### src/rtl/gray_pkg.sv
// Shared Gray-code helpers and limits for the Gray counter family.
// The conversion functions work at the maximum width; narrower callers zero-extend.
package gray_pkg;

    localparam int GRAY_MAX_WIDTH = 16;

    function automatic logic [GRAY_MAX_WIDTH-1:0] bin2gray(
        input logic [GRAY_MAX_WIDTH-1:0] b
    );
        return b ^ (b >> 1'b1);
    endfunction

    // Prefix XOR from the MSB down; zero upper bits leave the low bits correct.
    function automatic logic [GRAY_MAX_WIDTH-1:0] gray2bin(
        input logic [GRAY_MAX_WIDTH-1:0] g
    );
        logic [GRAY_MAX_WIDTH-1:0] b;
        b = {GRAY_MAX_WIDTH{1'b0}};
        b[GRAY_MAX_WIDTH-1] = g[GRAY_MAX_WIDTH-1];
        for (int i = GRAY_MAX_WIDTH - 2; i >= 32'sd0; i--) begin
            b[i] = b[i+1] ^ g[i];
        end
        return b;
    endfunction

endpackage

### src/rtl/gray_conv.sv
// Combinational WIDTH-bit converter: one binary-to-Gray path and one Gray-to-binary path.
// Paths are independent so an instance can serve either direction.
module gray_conv
    import gray_pkg::*;
#(
    parameter int WIDTH = 3
) (
    input  logic [WIDTH-1:0] bin_i,
    output logic [WIDTH-1:0] gray_o,
    input  logic [WIDTH-1:0] gray_i,
    output logic [WIDTH-1:0] bin_o
);

    assign gray_o = WIDTH'(bin2gray(GRAY_MAX_WIDTH'(bin_i)));
    assign bin_o  = WIDTH'(gray2bin(GRAY_MAX_WIDTH'(gray_i)));

endmodule

### src/rtl/gray_counter_param.sv
// Parametrised up/down Gray counter with load, wrap/saturate and over/underflow flags.
// The Gray output is its own register fed from the encoded next count, so it never glitches.
module gray_counter_param
    import gray_pkg::*;
#(
    parameter int WIDTH  = 3,
    parameter bit WRAP   = 1'b1,
    parameter bit STICKY = 1'b1
) (
    input  logic             Clk,
    input  logic             Reset,
    input  logic             En,
    input  logic             Up,
    input  logic             Load,
    input  logic [WIDTH-1:0] LoadVal,
    input  logic             ClrFlags,
    output logic [WIDTH-1:0] Output,
    output logic [WIDTH-1:0] Binary,
    output logic             Overflow,
    output logic             Underflow
);

    localparam logic [WIDTH-1:0] CNT_ZERO = {WIDTH{1'b0}};
    localparam logic [WIDTH-1:0] CNT_MAX  = {WIDTH{1'b1}};
    localparam logic [WIDTH-1:0] CNT_ONE  = {{(WIDTH-1){1'b0}}, 1'b1};

    logic [WIDTH-1:0] bcnt_q, bcnt_d;
    logic [WIDTH-1:0] gray_q, gray_d;
    logic             ovf_q, ovf_d;
    logic             unf_q, unf_d;
    logic             ovf_evt_s, unf_evt_s;
    logic [WIDTH-1:0] load_bin_s;
    logic [WIDTH-1:0] unused_gray_s;
    logic [WIDTH-1:0] unused_bin_s;

    gray_conv #(.WIDTH(WIDTH)) u_load_dec (
        .bin_i  (CNT_ZERO),
        .gray_o (unused_gray_s),
        .gray_i (LoadVal),
        .bin_o  (load_bin_s)
    );

    gray_conv #(.WIDTH(WIDTH)) u_out_enc (
        .bin_i  (bcnt_d),
        .gray_o (gray_d),
        .gray_i (CNT_ZERO),
        .bin_o  (unused_bin_s)
    );

    // Next count: load beats enable; boundary steps either wrap or hold and raise an event.
    always_comb begin
        bcnt_d    = bcnt_q;
        ovf_evt_s = 1'b0;
        unf_evt_s = 1'b0;
        if (Load) begin
            bcnt_d = load_bin_s;
        end else if (En) begin
            if (Up) begin
                if (bcnt_q == CNT_MAX) begin
                    ovf_evt_s = 1'b1;
                    bcnt_d    = WRAP ? CNT_ZERO : CNT_MAX;
                end else begin
                    bcnt_d = bcnt_q + CNT_ONE;
                end
            end else begin
                if (bcnt_q == CNT_ZERO) begin
                    unf_evt_s = 1'b1;
                    bcnt_d    = WRAP ? CNT_MAX : CNT_ZERO;
                end else begin
                    bcnt_d = bcnt_q - CNT_ONE;
                end
            end
        end else begin
            bcnt_d = bcnt_q;
        end
    end

    // Flag next state: a new event always wins over a same-edge clear.
    always_comb begin
        ovf_d = 1'b0;
        unf_d = 1'b0;
        if (STICKY) begin
            ovf_d = ovf_evt_s | (ovf_q & ~ClrFlags);
            unf_d = unf_evt_s | (unf_q & ~ClrFlags);
        end else begin
            ovf_d = ovf_evt_s;
            unf_d = unf_evt_s;
        end
    end

    // Count, Gray image and flag registers.
    always_ff @(posedge Clk or negedge Reset) begin
        if (!Reset) begin
            bcnt_q <= CNT_ZERO;
            gray_q <= CNT_ZERO;
            ovf_q  <= 1'b0;
            unf_q  <= 1'b0;
        end else begin
            bcnt_q <= bcnt_d;
            gray_q <= gray_d;
            ovf_q  <= ovf_d;
            unf_q  <= unf_d;
        end
    end

    assign Output    = gray_q;
    assign Binary    = bcnt_q;
    assign Overflow  = ovf_q;
    assign Underflow = unf_q;

endmodule

### config.mk
export PLATFORM = sky130hd
export DESIGN_NAME = gray_counter_param
export DESIGN_NICKNAME = d
export VERILOG_FILES = /design/src/rtl/gray_pkg.sv /design/src/rtl/gray_conv.sv /design/src/rtl/gray_counter_param.sv
export SDC_FILE = /design/constraint.sdc
export NUM_CORES = 1
export LEC_CHECK = 0
export CORE_AREA = 5 5 42 44
export CTS_CLUSTER_DIAMETER = 150
export DETAILED_ROUTE_END_ITERATION = 10
export DIE_AREA = 0 0 47 49
export PLACE_DENSITY_LB_ADDON = 0.3
export SLEW_MARGIN = 40
export SYNTH_ARGS = -nofsm -noshare
export SYNTH_HDL_FRONTEND = slang
export SYNTH_SLANG_ARGS = --single-unit
### constraint.sdc
create_clock -name Clk -period 2.1 [get_ports Clk]
set_input_delay 0.42 -clock Clk [delete_from_list [all_inputs] [get_ports Clk]]
set_output_delay 0.42 -clock Clk [all_outputs]
set_load 0.01 [all_outputs]
==> qor.txt, run 1 <==
===============================================================================
Mean number of vias per cell .....................................         5.27
Width of the die .................................................        47 µm
Data arrival time of the critical path ...........................      1910 ps
Highest layer used for signal routing ............................         met3
Floorplan Core Area ..............................................     1400 µm²
P_leak ...........................................................     0.286 nW
Total Die Area ...................................................     2300 µm²
Synthesis-to-finish area growth ..................................        41.1%
Met2 wire length .................................................       534 µm
Setup fix buffers added after clock tree synthesis ...............            0
Leading area contributor after synthesis ......................... sky130_fd_sc_hd__dfrtp_1
Primary flip-flop cell chosen by synthesis mapping ............... sky130_fd_sc_hd__dfrtp_1
Setup skew after layout ..........................................     0.527 ps
Routed wire length on met3 .......................................        75 µm
Area of combinational cells with multiple inputs .................      268 µm²
Number of buffers inserted by port buffering .....................           16
Crit share post-route ............................................        82.5%
Fraction of layout instances using a drive strength above 1 ......        10.1%
Fin. max-slew vios ...............................................            0
Number of filler instances in the final layout ...................          149
Aggregate global-route resource usage ............................        9.49%
Starting utilization of the core area ............................        34.6%
TritonCTS clock tree .............................................        built
Worst hold margin ................................................       428 ps
Class of the tightest hold or removal check ...................... input pin to async pin
Most frequently used cell type in the post-synthesis netlist ..... sky130_fd_sc_hd__dfrtp_1
Number of DRC markers after the initial detailed-route iteration .            8
Fraction of registers with async set or reset after synthesis ....         100%
Share of the synthesized area in the top cell type ...............        36.2%
Number of storage elements in the synthesis netlist ..............            7
Power density relative to cell area ..............................   705 nW/µm²
Maximum achievable frequency .....................................      577 MHz
Final wirelength .................................................      1040 µm
Library cells used by synthesis ..................................           25
Detailed-routing iteration count for the pre-antenna-repair pass .            4
Global-route wire length before repair ...........................      1570 µm
Sum Neg Setup Slack ..............................................         0 ps
Inserted Diodes ..................................................            0
Number of clock buffers inserted by TritonCTS ....................            3
Synth Instances ..................................................           50
Largest net degree at the start of global routing ................           12
Average footprint of a synthesized cell ..........................     9.68 µm²
Fraction of the yosys area taken by sequential cells .............        36.2%
Remaining antenna violation count ................................            0
Final estimated routing congestion in global placement ...........        0.734
RSZ-0062 raised after global routing .............................           no
Critical Path Source Type ........................................         flop
TritonCTS Sinks ..................................................            7
H-tree Lvls ......................................................            1
Post-Route Utilization ...........................................        48.8%
Required time reported for the critical path endpoint ............      2280 ps
Result of the run ................................................ finished clean
Number of primary I/O pins .......................................           17
Number of vias in the routed layout ..............................          448
Count of cells resized by post-cts repair ........................            0
Clk buf depth ....................................................            2
Max transition margin ............................................        75.9%
CP max FO ........................................................            6
Clock slew at reported path FFs ..................................        50 ps
Overflow after GRT ...............................................            0
Sequential cell area .............................................      175 µm²
Synthesized netlist net count ....................................           63
Final hold vios ..................................................            0
Mean routed wirelength per cell ..................................      12.2 µm
Number of nets at the end of the flow ............................           83
Initial antenna violation count ..................................            0
Number of warnings reported in the yosys synthesis log ...........            0
Synth area leaders ............................................... sky130_fd_sc_hd__dfrtp_1, sky130_fd_sc_hd__ha_1, sky130_fd_sc_hd__xnor2_1, sky130_fd_sc_hd__buf_4, sky130_fd_sc_hd__inv_1
Ranking of synthesized cells by instance count ................... sky130_fd_sc_hd__dfrtp_1, sky130_fd_sc_hd__inv_1, sky130_fd_sc_hd__nand2_1
Number of global-route vias before repair ........................          393
Post-CTS Hold Buffers ............................................            0
Met1 Routed Length ...............................................       425 µm
Number of maximum-capacitance constraint violations ..............            0
Number of rows in the core area ..................................           14
Kind of capture point of the worst setup path ....................         flop
Finish-stage setup viols .........................................            0
Cell at the root of the clock tree ............................... sky130_fd_sc_hd__clkbuf_4
Worst IR drop on VDD .............................................     0.289 mV
Dpl hpwl .........................................................       840 µm
Chip Height ......................................................        49 µm
Residual DRC .....................................................            0
Post-synthesis cell area .........................................      484 µm²
Number of enable flip-flop cells after synthesis .................            0
Clock insertion delay at the later pin of the skew report ........       250 ps
Post-layout min period ...........................................      1730 ps
Actual slew at the worst max-slew pin ............................       361 ps
Critical path type ............................................... flop to flop
===============================================================================
-- state kept, by name, indices dropped and copies added, names as in the netlist --
register / count
Underflow: 1
Output: 2
Overflow: 1
Binary: 3
-- power by group --
group          switching, mW  internal, mW
sequential            0.0186         0.154
combinational         0.0808         0.107
clock                 0.0486        0.0724
-- cell usage in the layout (no fill, tap or decap) --
cell type                         instances
sky130_fd_sc_hd__o211ai_1                 1
sky130_fd_sc_hd__o2111ai_2                1
sky130_fd_sc_hd__clkdlybuf4s50_1         16
sky130_fd_sc_hd__ha_1                     4
sky130_fd_sc_hd__xnor2_1                  4
sky130_fd_sc_hd__inv_1                    5
sky130_fd_sc_hd__dfrtp_1                  7
sky130_fd_sc_hd__o21ai_1                  2
sky130_fd_sc_hd__o21a_1                   1
sky130_fd_sc_hd__o21ai_0                  1
sky130_fd_sc_hd__nor3b_1                  1
sky130_fd_sc_hd__nand2_1                  5
sky130_fd_sc_hd__a211oi_1                 1
sky130_fd_sc_hd__nand2b_1                 1
sky130_fd_sc_hd__a31oi_1                  2
sky130_fd_sc_hd__and3b_1                  1
sky130_fd_sc_hd__a22o_1                   1
sky130_fd_sc_hd__a21oi_1                  2
sky130_fd_sc_hd__and2b_1                  1
sky130_fd_sc_hd__nand3b_1                 1
sky130_fd_sc_hd__nand4b_1                 1
sky130_fd_sc_hd__buf_4                    2
sky130_fd_sc_hd__o22ai_1                  1
sky130_fd_sc_hd__or4_4                    1
sky130_fd_sc_hd__o32ai_1                  1
sky130_fd_sc_hd__a21boi_0                 1
sky130_fd_sc_hd__clkbuf_4                 3
sky130_fd_sc_hd__clkbuf_1                 1
-- critical path: stages, from the launching register on --
cell                       delay (ps)
sky130_fd_sc_hd__dfrtp_1          430
sky130_fd_sc_hd__inv_1             90
sky130_fd_sc_hd__ha_1             310
sky130_fd_sc_hd__xnor2_1          170
sky130_fd_sc_hd__a211oi_1         320
sky130_fd_sc_hd__and3b_1          220
sky130_fd_sc_hd__o21ai_1          120
-- path summary, 6_finish.rpt --
check | cells past startpoint | startpoint | slack, ps | end
worst min register to register | 2 | Overflow | 540 | Overflow
min in group Clk | 2 | Overflow | 540 | Overflow
max in group asynchronous | 1 | Reset | 1440 | Output[0]
worst max register to register | 6 | Binary[0] | 370 | Output[0]
worst min-delay path | 1 | Reset | 430 | Underflow
worst max-delay path | 6 | Binary[0] | 370 | Output[0]
-- stage by stage --
step / cells / setup slack (ps) / total power [mW] / area [µm²]
4_1_cts: 85 / 351 / 0.492 / 683
3_5_place_dp: 81 / 210 / 0.364 / 657
3_3_place_gp: 81 / 221 / 0.364 / 657
5_1_grt: 85 / 248 / 0.516 / 683
2_1_floorplan: 50 / 483 / 0.283 / 484
6_report: 85 / 367 / 0.482 / 683
-- logic make-up (layout without fill, tap and decap cells) --
| logic type | Yosys count | after routing | share of synthesized area, % |
|---|---|---|---|
| buffers and inverters | 8 | 27 | 8.53 |
| AO/OA/AOI/OAI | 15 | 15 | 22.0 |
| AND/OR/NAND/NOR | 12 | 12 | 15.8 |
| XOR/XNOR | 4 | 4 | 7.23 |
| adder cells (fa/ha/maj) | 4 | 4 | 10.3 |
| flip-flops | 7 | 7 | 36.2 |
-- layout make-up --
cell class,instances,area share [%]
clock buffers,4,3.85
inverters,5,2.75
multi-input cells,35,39.2
flip-flops and latches,7,25.6
well taps,16,2.93
repair buffers,18,25.6
-- routing by layer --
metal	global-route usage [%]	vias up
li1	-	216
met1	11.4	216
met2	14.0	16
met3	2.21	0
met4	6.91	0
met5	0	-
Note: power is estimated with default switching activity, not from simulation.
==> run 2, diff against run 1 <==
- clock period: 2.1 -> 1.6 ns (I/O delays scaled with it)
==> qor.txt, run 2 (same netlist as run 1, synthesis figures left out) <==
===============================================================================
Max transition margin ............................................        79.4%   +3.6 points
Final estimated routing congestion in global placement ...........        0.762   +3.8%
Starting utilization of the core area ............................        34.6%   unchanged
Path depth of the worst reg2reg path .............................            6   unchanged
Total Die Area ...................................................     2300 µm²   unchanged
Result of the run ................................................ finished clean
Post-layout min period ...........................................      1550 ps
Critical path type ............................................... input pin to flop
P_leak ...........................................................     0.324 nW   +13%
Number of rows in the core area ..................................           14   unchanged
Fraction of layout instances using a drive strength above 1 ......        27.6%   +17 points
Global-route wire length before repair ...........................      1700 µm   +8.8%
Floorplan Core Area ..............................................     1400 µm²   unchanged
Number of filler instances in the final layout ...................          147   -1.3%
Cell family with most CP delay ................................... simple AND/OR/NAND/NOR gates
Chip Height ......................................................        49 µm   unchanged
Overflow after GRT ...............................................            0   unchanged
Mean number of vias per cell .....................................         4.96   -6.0%
Maximum achievable frequency .....................................      646 MHz
Required time reported for the critical path endpoint ............      1740 ps   -540 ps
Actual slew at the worst max-slew pin ............................       307 ps   -53.2 ps
Power density relative to cell area ..............................   912 nW/µm²   +29%
Number of primary I/O pins .......................................           17   unchanged
Final wirelength .................................................      1110 µm   +7.6%
Number of flip-flops under the largest register name .............            3   unchanged
Critical Path Source Type ........................................    input pin
Crit. path cell count ............................................            5   -1
Number of DRC markers after the initial detailed-route iteration .            2   -6
Bufs and invs on worst path ......................................            1   unchanged
Cell at the root of the clock tree ............................... sky130_fd_sc_hd__clkbuf_4
TritonCTS clock tree .............................................        built
Final hold vios ..................................................            0   unchanged
Clock insertion delay at the later pin of the skew report ........       250 ps   about the same
Flop2flop setup slack ............................................        60 ps   -310 ps
Sequential cell area .............................................      178 µm²   +1.4%
Inserted Diodes ..................................................            0   unchanged
Commonest non-fill, non-tap cell in the layout ................... sky130_fd_sc_hd__clkdlybuf4s50_1
Mean routed wirelength per cell ..................................      12.1 µm   -0.56%
Max stage delay on crit path .....................................       560 ps   +130 ps
Fin. max-slew vios ...............................................            0   unchanged
Number of buffers inserted by port buffering .....................           16   unchanged
Aggregate global-route resource usage ............................        10.7%   +1.2 points
H-tree Lvls ......................................................            1   unchanged
Synthesis-to-finish area growth ..................................        57.4%
Final cell area excluding filler cells ...........................      762 µm²   +12%
Largest net degree at the start of global routing ................           12   unchanged
Start of the worst register-to-register path .....................    Binary[0]
Design Power .....................................................     0.695 mW   +44%
Class of the tightest hold or removal check ...................... input pin to async pin
Number of clock buffers inserted by TritonCTS ....................            3   unchanged
Crit share post-route ............................................        96.7%
Data arrival time of the critical path ...........................      1690 ps   -220 ps
Dpl hpwl .........................................................       892 µm   +6.1%
Number of nets at the end of the flow ............................           90   +8.4%
Area of combinational cells with multiple inputs .................      293 µm²   +9.3%
Kind of capture point of the worst setup path ....................         flop
Leading cell types in the layout, fill and taps excluded ......... sky130_fd_sc_hd__clkdlybuf4s50_1, sky130_fd_sc_hd__buf_4, sky130_fd_sc_hd__dfrtp_1, sky130_fd_sc_hd__nand2_1
Residual DRC .....................................................            0   unchanged
Number of maximum-capacitance constraint violations ..............            0   unchanged
Width of the die .................................................        47 µm   unchanged
Finish-stage setup viols .........................................            0   unchanged
Worst IR drop on VDD .............................................     0.405 mV   +40%
Startpoint of the worst setup timing path ........................           Up
Sum Neg Setup Slack ..............................................         0 ps   unchanged
Clk buf depth ....................................................            2   unchanged
Remaining antenna violation count ................................            0   unchanged
TritonCTS Sinks ..................................................            7   unchanged
Total instance count after detailed placement ....................           87   +7.4%
CP max FO ........................................................            3   -3
Number of vias in the routed layout ..............................          456   +1.8%
Post-route insts no fill .........................................           92   +8.2%
Clock slew at reported path FFs ..................................        50 ps   about the same
Initial antenna violation count ..................................            0   unchanged
Cell with the largest stage delay on the worst path .............. sky130_fd_sc_hd__or4_4
Detailed-routing iteration count for the pre-antenna-repair pass .            2   -2
Cell breakdown of the critical path .............................. clkdlybuf4s50_1, or4_4, o2111ai_2, xnor2_1, o21ai_1
Area of placed instances .........................................      703 µm²   +7.0%
Setup skew after layout ..........................................      6.88 ps   +6.35 ps
Number of global-route vias before repair ........................          430   +9.4%
===============================================================================
run 2: final timing paths:
check | to
setup reg to reg | Output[0]
setup / recovery | Output[1]
min in group Clk | Underflow
hold / removal | Underflow
max in group asynchronous | Binary[0]
hold reg to reg | Underflow
run 2: worst reg2reg max path, delay by kind of cell (launching register included):
kind / cells / cell delay (ps)
flops: 1 / 430
buf+inv: 1 / 90
compound gates: 2 / 390
xor+xnor: 1 / 150
simple gates: 1 / 200
fa+ha+maj: 1 / 210
run 2: repair_timing:
| action | 4_1_cts | 5_1_grt |
|---|---|---|
| hold buffers | 0 | 0 |
| endpoints found under the setup margin | 4 | 2 |
| buffers inserted | 0 | 1 |
| pin swaps | 1 | 2 |
| gates resized for setup | 3 | 4 |
run 2: layer usage:
metal / wire length [µm] / share of wire [%] / track usage [%] / vias to the layer above
li1: - / - / - / 229
met1: 451 / 40 / 11.6 / 209
met2: 555 / 50 / 15.6 / 14
met3: 74 / 6.6 / 4.43 / 4
met4: 33 / 3.0 / 8.29 / 0
met5: 0 / 0 / 0 / -
run 2: area by class of cell:
| type | instances | share of cell area [%] |
|---|---|---|
| Inverter | 5 | 2.46 |
| Tap cell | 16 | 2.63 |
| Multi-Input combinational cell | 35 | 38.4 |
| Clock buffer | 4 | 3.45 |
| Sequential cell | 7 | 23.3 |
| Timing Repair Buffer | 25 | 29.7 |
run 2: power by group:
group | internal, mW | switching [mW]
clock | 0.0952 | 0.0647
combinational | 0.181 | 0.128
sequential | 0.204 | 0.0215
run 2: through the flow:
step	hold slack [ps]	utilization [%]	worst slack, ps
finish	319	54.4	52.4
global route	343	54.4	-24.1
CTS	330	52.4	12.7
detailed placement	527	50.2	-174
global placement	520	50.2	-167
floorplan	24.4	-	34.6
